`src/rtl/safe_dial_pkg.sv`:
```
// Shared types and helpers for the safe dial sequencer.
package safe_dial_pkg;

  typedef enum logic [1:0] {
    StIdle   = 2'd0,
    StReduce = 2'd1,
    StApply  = 2'd2,
    StDone   = 2'd3
  } seq_state_e;

  localparam logic DIR_LEFT  = 1'b0;
  localparam logic DIR_RIGHT = 1'b1;

  // Width needed to hold a dial position 0..dial_size-1.
  function automatic int unsigned pos_width(input int unsigned dial_size);
    return $clog2(dial_size);
  endfunction

endpackage

```
`src/rtl/safe_dial_step.sv`:
```
// Combinational single-rotation step: applies a reduced distance (< DIAL_SIZE)
// to the current position and reports landing on and crossing through zero.
module safe_dial_step
  import safe_dial_pkg::*;
#(
  parameter int unsigned DIAL_SIZE = 100
) (
  input  logic [pos_width(DIAL_SIZE)-1:0] pos_i,
  input  logic [pos_width(DIAL_SIZE)-1:0] r_i,
  input  logic                            dir_i,
  output logic [pos_width(DIAL_SIZE)-1:0] new_pos_o,
  output logic                            landed_o,
  output logic                            crossed_o
);

  localparam int unsigned PosWidth = pos_width(DIAL_SIZE);

  // One extra bit so pos+r and pos+DIAL_SIZE never overflow.
  localparam logic [PosWidth:0] DialSizeW = (PosWidth + 1)'(DIAL_SIZE);

  logic [PosWidth:0] pos_w;
  logic [PosWidth:0] r_w;
  logic [PosWidth:0] wide;

  // Wrap-around arithmetic and zero-crossing detection for one rotation.
  always_comb begin
    pos_w     = {1'b0, pos_i};
    r_w       = {1'b0, r_i};
    wide      = '0;
    crossed_o = 1'b0;
    if (dir_i == DIR_RIGHT) begin
      wide = pos_w + r_w;
      if (wide >= DialSizeW) begin
        wide      = wide - DialSizeW;
        crossed_o = 1'b1;
      end
    end else begin
      if (r_w > pos_w) begin
        wide = pos_w + DialSizeW - r_w;
      end else begin
        wide = pos_w - r_w;
      end
      // Starting on zero is not a pass; reaching or going past zero is.
      crossed_o = (r_i != '0) && (pos_i != '0) && (r_w >= pos_w);
    end
    new_pos_o = wide[PosWidth-1:0];
    landed_o  = (new_pos_o == '0);
  end

endmodule

```
`src/rtl/safe_dial_sequencer.sv`:
```
// Accepts dial rotation commands, reduces large distances one revolution per
// cycle, then applies the remainder and updates land/hit counters.
module safe_dial_sequencer
  import safe_dial_pkg::*;
#(
  parameter int unsigned DIAL_SIZE  = 100,
  parameter int unsigned DIAL_START = 50,
  parameter int unsigned DIST_WIDTH = 16
) (
  input  logic                            clk_i,
  input  logic                            rst_i,
  input  logic                            cmd_valid_i,
  output logic                            cmd_ready_o,
  input  logic                            cmd_direction_i,
  input  logic [DIST_WIDTH-1:0]           cmd_distance_i,
  input  logic                            cmd_last_i,
  output logic [pos_width(DIAL_SIZE)-1:0] position_o,
  output logic [31:0]                     land_count_o,
  output logic [31:0]                     hit_count_o,
  output logic                            busy_o,
  output logic                            done_o
);

  localparam int unsigned PosWidth = pos_width(DIAL_SIZE);

  localparam logic [DIST_WIDTH:0]   DialSizeD = (DIST_WIDTH + 1)'(DIAL_SIZE);
  localparam logic [PosWidth-1:0]   StartPos  = PosWidth'(DIAL_START);

  seq_state_e            state_q, state_d;
  logic                  dir_q, dir_d;
  logic                  last_q, last_d;
  logic [DIST_WIDTH-1:0] rem_q, rem_d;
  logic [PosWidth-1:0]   pos_q, pos_d;
  logic [31:0]           land_q, land_d;
  logic [31:0]           hit_q, hit_d;

  logic                  rem_ge;
  logic [PosWidth-1:0]   step_pos;
  logic                  step_landed;
  logic                  step_crossed;

  assign rem_ge = ({1'b0, rem_q} >= DialSizeD);

  // rem_q is already below DIAL_SIZE whenever the step result is consumed.
  safe_dial_step #(
    .DIAL_SIZE (DIAL_SIZE)
  ) u_step (
    .pos_i     (pos_q),
    .r_i       (PosWidth'(rem_q)),
    .dir_i     (dir_q),
    .new_pos_o (step_pos),
    .landed_o  (step_landed),
    .crossed_o (step_crossed)
  );

  // Next-state logic: accept, reduce by whole revolutions, apply, finish.
  always_comb begin
    state_d = state_q;
    dir_d   = dir_q;
    last_d  = last_q;
    rem_d   = rem_q;
    pos_d   = pos_q;
    land_d  = land_q;
    hit_d   = hit_q;
    unique case (state_q)
      StIdle: begin
        if (cmd_valid_i) begin
          dir_d   = cmd_direction_i;
          rem_d   = cmd_distance_i;
          last_d  = cmd_last_i;
          state_d = StReduce;
        end
      end
      StReduce: begin
        if (rem_ge) begin
          // Every full revolution passes zero exactly once.
          rem_d = rem_q - DialSizeD[DIST_WIDTH-1:0];
          hit_d = hit_q + 32'd1;
        end else begin
          state_d = StApply;
        end
      end
      StApply: begin
        pos_d   = step_pos;
        hit_d   = hit_q + 32'(step_crossed);
        land_d  = land_q + 32'(step_landed);
        state_d = last_q ? StDone : StIdle;
      end
      StDone: begin
        // Terminal until reset.
      end
      default: state_d = StIdle;
    endcase
  end

  // State and datapath registers; reset discards any in-flight command.
  always_ff @(posedge clk_i) begin
    if (rst_i) begin
      state_q <= StIdle;
      dir_q   <= DIR_LEFT;
      last_q  <= 1'b0;
      rem_q   <= '0;
      pos_q   <= StartPos;
      land_q  <= '0;
      hit_q   <= '0;
    end else begin
      state_q <= state_d;
      dir_q   <= dir_d;
      last_q  <= last_d;
      rem_q   <= rem_d;
      pos_q   <= pos_d;
      land_q  <= land_d;
      hit_q   <= hit_d;
    end
  end

  assign cmd_ready_o  = (state_q == StIdle);
  assign busy_o       = (state_q == StReduce) || (state_q == StApply);
  assign done_o       = (state_q == StDone);
  assign position_o   = pos_q;
  assign land_count_o = land_q;
  assign hit_count_o  = hit_q;

endmodule

```
`config.mk`:
```
export PLATFORM = sky130hd
export DESIGN_NAME = safe_dial_sequencer
export DESIGN_NICKNAME = d
export VERILOG_FILES = /design/src/rtl/safe_dial_pkg.sv /design/src/rtl/safe_dial_step.sv /design/src/rtl/safe_dial_sequencer.sv
export SDC_FILE = /design/constraint.sdc
export NUM_CORES = 1
export LEC_CHECK = 0
export CORE_AREA = 5 5 113 115
export DETAILED_ROUTE_END_ITERATION = 10
export DIE_AREA = 0 0 118 120
export PLACE_DENSITY_LB_ADDON = 0.15
export SLEW_MARGIN = 10
export SYNTH_ARGS = -nofsm -noshare
export SYNTH_HDL_FRONTEND = slang
export SYNTH_SLANG_ARGS = --single-unit
```
`constraint.sdc`:
```
create_clock -name clk_i -period 4.25 [get_ports clk_i]
set_input_delay 0.85 -clock clk_i [delete_from_list [all_inputs] [get_ports clk_i]]
set_output_delay 0.85 -clock clk_i [all_outputs]
set_load 0.02 [all_outputs]
```
After elaboration in Yosys (flattened, before gate mapping)
Cells that the tools add are included.
{"block": "totals", "in_bits": 21, "ram_bits": 0, "rom_bits": 0, "output_inout_bits": 74, "latch_bits": 0, "memories": 0, "word_cells": 54, "reg_bits": 91}
{"block": "classes", "shift": 0, "multipliers": 0, "mux": 14, "n_eq_ne": 6, "div_mod_pow": 0, "n_bitwise": 0, "n_reduce_logical": 14, "n_addsub": 9, "magnitude_cmp": 4}
{"operator": "32-bit by 1-bit adder with 32-bit output", "count": 2}
{"operator": "32-bit one-hot mux with 2 select lines", "count": 1}
{"operator": "32-bit by 1-bit adder with 32-bit output (second input constant)", "count": 1}
{"operator": "16-bit two-way mux", "count": 2}
{"operator": "32-bit two-way mux", "count": 1}
{"operator": "16-bit one-hot mux with 2 select lines", "count": 1}
{"operator": "7-bit two-way mux", "count": 3}
{"operator": "16-bit by 7-bit >= comparator with 1-bit output (second input constant)", "count": 1}
{"operator": "16-bit by 7-bit subtractor with 16-bit output (second input constant)", "count": 1}
{"operator": "7-bit nonzero test", "count": 2}
{"operator": "7-bit subtractor", "count": 2}
{"operator": "7-bit by 7-bit adder with 8-bit output", "count": 1}
{"operator": "8-bit by 7-bit >= comparator with 1-bit output (second input constant)", "count": 1}
{"operator": "7-bit adder (second input constant)", "count": 1}
{"operator": "7-bit >= comparator", "count": 1}
{"operator": "7-bit greater-than comparator", "count": 1}
{"operator": "7-bit logical NOT", "count": 1}
{"operator": "7-bit subtractor (second input constant)", "count": 1}
{"operator": "2-bit two-way mux", "count": 3}
{"operator": "2-bit inequality test (second input constant)", "count": 3}
{"operator": "2-bit one-hot mux with 3 select lines", "count": 1}
{"operator": "3-bit AND reduction", "count": 2}
{"operator": "2-bit equality test (second input constant)", "count": 2}
{"operator": "2-bit AND reduction", "count": 2}
{"operator": "other kinds (7)", "count": 10}

Logic depth before layout (Yosys ltp)
{"block": "logic_depth", "word_depth": 6, "mapped_depth": 24, "mapped_depth_nobuf": 23}

By module
A second synthesis with hierarchy kept.
{"block": "hier_totals", "cells_unflattened": 711, "hier_area_um2": 5948.2}
{"module": "safe_dial_sequencer", "cells_each": 538, "seq_area_each_um2": 1821.7, "instances": 1, "area_each_um2": 4635.7}
{"module": "safe_dial_step", "cells_each": 173, "seq_area_each_um2": 0.0, "instances": 1, "area_each_um2": 1312.5}

Worst setup path before layout
Ideal clock, no wire load.
{"block": "synth_timing", "kind": "flip-flop to flip-flop", "start": "reg pos_q[2], in the netlist position_o[2]", "end": "reg land_q[25], in the netlist land_count_o[25]", "path_buffers": 2, "setup_ps": 128, "required_time_ps": 4122, "slack_ps": -292, "path_stages_with_launch": 24, "arrival_ps": 4414, "period_less_slack_ps": 4542, "cell_sequence": "dfxtp_1 -> inv_1 -> ha_1 -> buf_6 -> and2b_2 -> a21oi_1 -> xnor2_1 -> inv_1 -> ha_1 -> a31oi_1 -> a21o_2 -> mux2i_1 -> a21oi_1 -> nor4b_2 -> ha_1 -> nand3_1 -> nor3_1 -> and4_1 -> nor2b_1 -> and4_1 -> clkbuf_1 -> nand3_1 -> xor2_1 -> nor2_1"}
{"block": "synth_via", "elab_chain_len": 6, "elab_cells_between_ends": 12, "cone_classes": "add/sub: 6; order compare: 2; mux: 3; reduce/logical: 1"}
{"item": "start, declared", "line_no": "safe_dial_sequencer.sv:33", "text": "logic [PosWidth-1:0] pos_q, pos_d;"}
{"item": "start signal, assigned", "line_no": "safe_dial_sequencer.sv:103", "text": "pos_q <= StartPos;"}
{"item": "start signal, assigned", "line_no": "safe_dial_sequencer.sv:111", "text": "pos_q <= pos_d;"}
{"item": "7-bit adder or 7-bit by 7-bit adder with 8-bit output (tied branches)", "line_no": "safe_dial_step.sv:39, safe_dial_step.sv:32"}
{"item": "7-bit subtractor (tied with other cells)", "line_no": "safe_dial_step.sv:39", "text": "wide = pos_w + DialSizeW - r_w;"}
{"item": "7-bit two-way mux (on tied branches)", "line_no": "safe_dial_step.sv:38, safe_dial_step.sv:33"}
{"item": "7-bit two-way mux *", "line_no": "safe_dial_step.sv:31", "text": "if (dir_i == DIR_RIGHT) begin"}
{"item": "7-bit logical NOT *", "line_no": "safe_dial_step.sv:47", "text": "landed_o = (new_pos_o == '0);"}
{"item": "32-bit by 1-bit adder with 32-bit output *", "line_no": "safe_dial_sequencer.sv:86", "text": "land_d = land_q + 32'(step_landed);"}
{"item": "end signal, assigned", "line_no": "safe_dial_sequencer.sv:112", "text": "land_q <= land_d;"}
{"item": "end, declared", "line_no": "safe_dial_sequencer.sv:34", "text": "logic [31:0] land_q, land_d;"}
Every way passes the cells marked *; elsewhere a longest branch is shown, timed or not.
A chain may end at the register's enable or synchronous reset.

Worst setup path in the final report
{"block": "layout_timing", "start": "reg rem_q[1]", "end": "reg land_q[25], in the netlist land_count_o[25]"}
{"block": "layout_via", "elab_chain_len": 6, "elab_cells_between_ends": 11, "cone_classes": "add/sub: 5; order compare: 2; mux: 3; reduce/logical: 1"}
{"item": "start, declared", "line_no": "safe_dial_sequencer.sv:32", "text": "logic [DIST_WIDTH-1:0] rem_q, rem_d;"}
{"item": "start signal, assigned", "line_no": "safe_dial_sequencer.sv:110", "text": "rem_q <= rem_d;"}
{"item": "7-bit by 7-bit adder with 8-bit output", "line_no": "safe_dial_step.sv:32", "text": "wide = pos_w + r_w;"}
{"item": "7-bit subtractor or 8-bit by 7-bit >= comparator with 1-bit output (tied branches)", "line_no": "safe_dial_step.sv:34, safe_dial_step.sv:33"}
{"item": "7-bit two-way mux", "line_no": "safe_dial_step.sv:33", "text": "if (wide >= DialSizeW) begin"}
{"item": "7-bit two-way mux *", "line_no": "safe_dial_step.sv:31"}
{"item": "7-bit logical NOT *", "line_no": "safe_dial_step.sv:47"}
{"item": "32-bit by 1-bit adder with 32-bit output *", "line_no": "safe_dial_sequencer.sv:86"}
Marks and branches as above.

==> flow_summary_export.csv <==
group,metric,value,unit
placed_design,finalWeightedCongestion,0.912,
timing,worst_pin_slew,0.968,ns
floorplan,start_util,47.2,%
cells_and_area,seq_area,1840,um^2
min_path,hold_class,"register to register",
detailed_routing,post-route-drc-count,0,
synthesis,ys_ff_latch,91,
timing,setup_ws,-0.0502,ns
setup_path,cp-end-kind,"register",
synthesis,seq_area_frac_synth,33.0,%
detailed_routing,wl_met3,752,um
synthesis,synth_area_per_cell,8.31,um^2
timing,relSlewSlack,35.5,%
clocking,clkTransAtPathRegs,0.07,ns
power,p_leak,2.99,nW
synthesis,synth_ff_type,"dfxtp_1",
timing,hold_viol,0,
power,finalPower,4.31,mW
detailed_routing,wl,15500,um
power,p_clk_share,18.7,%
floorplan,die_h,120,um
synthesis,syn_nets,726,
cells_and_area,drive_gt1_share,22.2,%
clocking,clockBufferDepth,2,
setup_path,cp-startpoint,"rem_q[1]$_SDFFE_PP0P_",
cells_and_area,syn2layout_area_growth,40.5,%
clocking,cts_hold_buf,0,
synthesis,yosys-top-cells-count,"nor2_1, dfxtp_1, nand2_1, xor2_1, ha_1",
min_path,hp-start,"last_q$_SDFFE_PP0P_",
floorplan,dieArea,14200,um^2
synthesis,synth.cell_area,5520,um^2
setup_path,regToRegStartpoint,"rem_q[1]$_SDFFE_PP0P_",
detailed_routing,drt_first_pass_iters,5,
floorplan,die_x,118,um
power,p_int,2.58,mW
global_route,grt_pass1_vias,5352,
synthesis,yosysWarningCount,0,
clocking,cts_tree,"yes",
detailed_routing,wl_met2,7700,um
timing,fin_crit_sh,101,%
cells_and_area,nFillCells,979,
setup_path,cp_data_arrival_time,4.54,ns
timing,rsz0062_at_grt,"yes",
setup_path,max_stage_delay,0.36,ns
clocking,clkLatencyLatePin,0.35,ns
global_route,grt_max_degree,50,
run,maxCapViolCount,0,
setup_path,cp_slowest_cell,"dfxtp_2",
synthesis,ys_types,69,
synthesis,syn_inst,665,
setup_path,startpoint_type,"register",
timing,whs,0.465,ns
cells_and_area,design_area,7760,um^2
floorplan,rows,40,
global_route,grt-ovfl-total,0,
placed_design,pre_cts_ws,-0.241,ns
power,power_frac_comb,57.1,%
power,peakVddDrop,0.000350,V
floorplan,ios,95,
global_route,antenna_found_initial,0,
clocking,numCtsBuffers,9,
synthesis,yosys-top-cells-area,"dfxtp_1, ha_1, xor2_1",
placed_design,postPlaceCellArea,7050,um^2
cells_and_area,fin_nets,890,
power,cellPowerDensity,555,nW/um^2
detailed_routing,viasPerCell,5.43,
detailed_routing,drtAntennaViolNets,0,
global_route,gr-usage-all-layers,21.4,%
power,pwr-share-seq,24.1,%
power,power.switching,1.74,mW
setup_path,crit_chain,"buf_4, buf_4, ha_2, nor2_4, buf_4, a211o_1, and2_1, o41ai_2, a21oi_2, o32ai_2, nand4b_1, nor4b_2, ha_2, nand3_2, nor3_2, and4_1, nor2b_4, and4_4, nand3_1, xor2_1, nor2_1",
detailed_routing,wl_per_cell,15.8,um
placed_design,dpl.hpwl,11000,um
timing,skew,0.00631,ns
detailed_routing,dr_total_vias,5326,
synthesis,yosysMostFrequentCell,"nor2_1",
cells_and_area,diodes,0,
detailed_routing,top_layer_used,"met4",
timing,fmax,0.233,GHz
clocking,htree_num_levels,3,
status,outcome,"finished with violations",
cells_and_area,multi_input_area,3730,um^2
status,violations,"setup timing",
timing,setup-violations-final,9,
setup_path,crit_fanout,5,
synthesis,synth_edf_count,0,
clocking,root_buffer,"clkbuf_16",
timing,fin_crit,4.30,ns
power,switching_share,40.3,%
setup_path,crit_path_frequent_cell,"buf_4",
clocking,clock-sinks,91,
synthesis,synthArstFlopShare,0,%
setup_path,critPathKind,"register to register",
synthesis,yosys.area.top_type,"dfxtp_1",
global_route,grt_pass1_wl,25500,um
detailed_routing,first_iter_violations,260,
timing,slew_viol_final,0,
floorplan,core_area,11700,um^2
placed_design,numPortBuffers,94,
detailed_routing,wl_met1,6850,um
synthesis,synthDominantCellAreaShare,33.0,%
setup_path,cp.required,4.49,ns
## cell usage in the layout, fill, tap and decap left out, types with 4 or more instances in the layout
cell,instances
a211o_1,4
a211oi_1,10
a21oi_1,25
a22oi_1,8
and2_1,6
and3_1,11
and4_1,4
buf_4,85
clkbuf_16,10
clkdlybuf4s50_1,93
dfxtp_1,82
dfxtp_2,6
ha_1,20
ha_2,5
ha_4,9
inv_1,26
inv_2,4
mux2i_1,9
nand2_1,64
nand2b_1,4
nand3_1,21
nand4_1,14
nor2_1,95
nor2b_1,6
nor3_1,9
o21ai_0,24
o31ai_1,5
or3_1,9
xnor2_1,18
xor2_1,45
## routing by layer
metal  track usage (%)  vias to the layer above
li1                  -                     2626
met1              27.0                     2559
met5                 0                        -
met3              4.95                       17
met2              35.8                      124
met4              7.38                        0
## final timing paths
check	end	slack (ns)	cells after the start
max	land_count_o[25]$_SDFFE_PP0P_	-0.05	21
min	last_q$_SDFFE_PP0P_	0.46	2
max reg2reg	land_count_o[25]$_SDFFE_PP0P_	-0.05	21
min reg2reg	last_q$_SDFFE_PP0P_	0.46	2
## flip-flops by register name, indices dropped and copies added, names as in the netlist
register,cells
land_count_o,32
position_o,7
last_q,1
rem_q,16
hit_count_o,32
state_q,2
dir_q,1
## critical path: cells and delay by family (launching register included)
| family | cells | cell delay, ns |
|---|---|---|
| AND/OR/NAND/NOR | 11 | 1.73 |
| XOR/XNOR | 1 | 0.16 |
| flip-flops | 1 | 0.36 |
| AO/OA/AOI/OAI | 4 | 1.10 |
| adder cells (fa/ha/maj) | 2 | 0.47 |
| buffers and inverters | 3 | 0.39 |
## metrics by stage
stage | TNS [ns] | std cells | util, %
after global routing | -2.91 | 981 | 66.3
after detailed placement | -2.08 | 948 | 60.2
final | -0.285 | 981 | 66.3
after global placement | -0.463 | 948 | 60.2
after floorplan | 0 | 665 | -
after CTS | -0.275 | 981 | 64.9
## area by class of cell
class                           instances  share of cell area, %
Timing Repair Buffer                  181                   20.6
Clock inverter                          4                  0.387
Tap cell                              147                   2.37
Clock buffer                           12                   3.45
Sequential cell                        91                   23.7
Multi-Input combinational cell        516                   48.1
Inverter                               30                   1.45
## repair_timing
item	CTS	global route
setup buffers	17	7
resized for setup	29	36
endpoints found under the setup margin	15	27
pin swaps	17	26
## power groups by stage
stage	clock [mW]	sequential, mW	combinational [mW]
after global placement	0	1.04	2.08
after CTS	0.817	1.03	2.26
after detailed placement	0	1.04	2.13
after floorplan	0	1.05	1.40
after global routing	0.864	1.05	2.68
final	0.808	1.04	2.46
## logic make-up after synthesis
family          after synthesis  share of synthesized area [%]
buf+inv                      58                           5.03
mux                          12                           2.29
flops                        91                           33.0
simple gates                284                           25.1
fa+ha+maj                    40                           9.88
compound gates              115                           14.4
xor+xnor                     65                           10.3
Note: power is estimated with default switching activity, not from simulation.
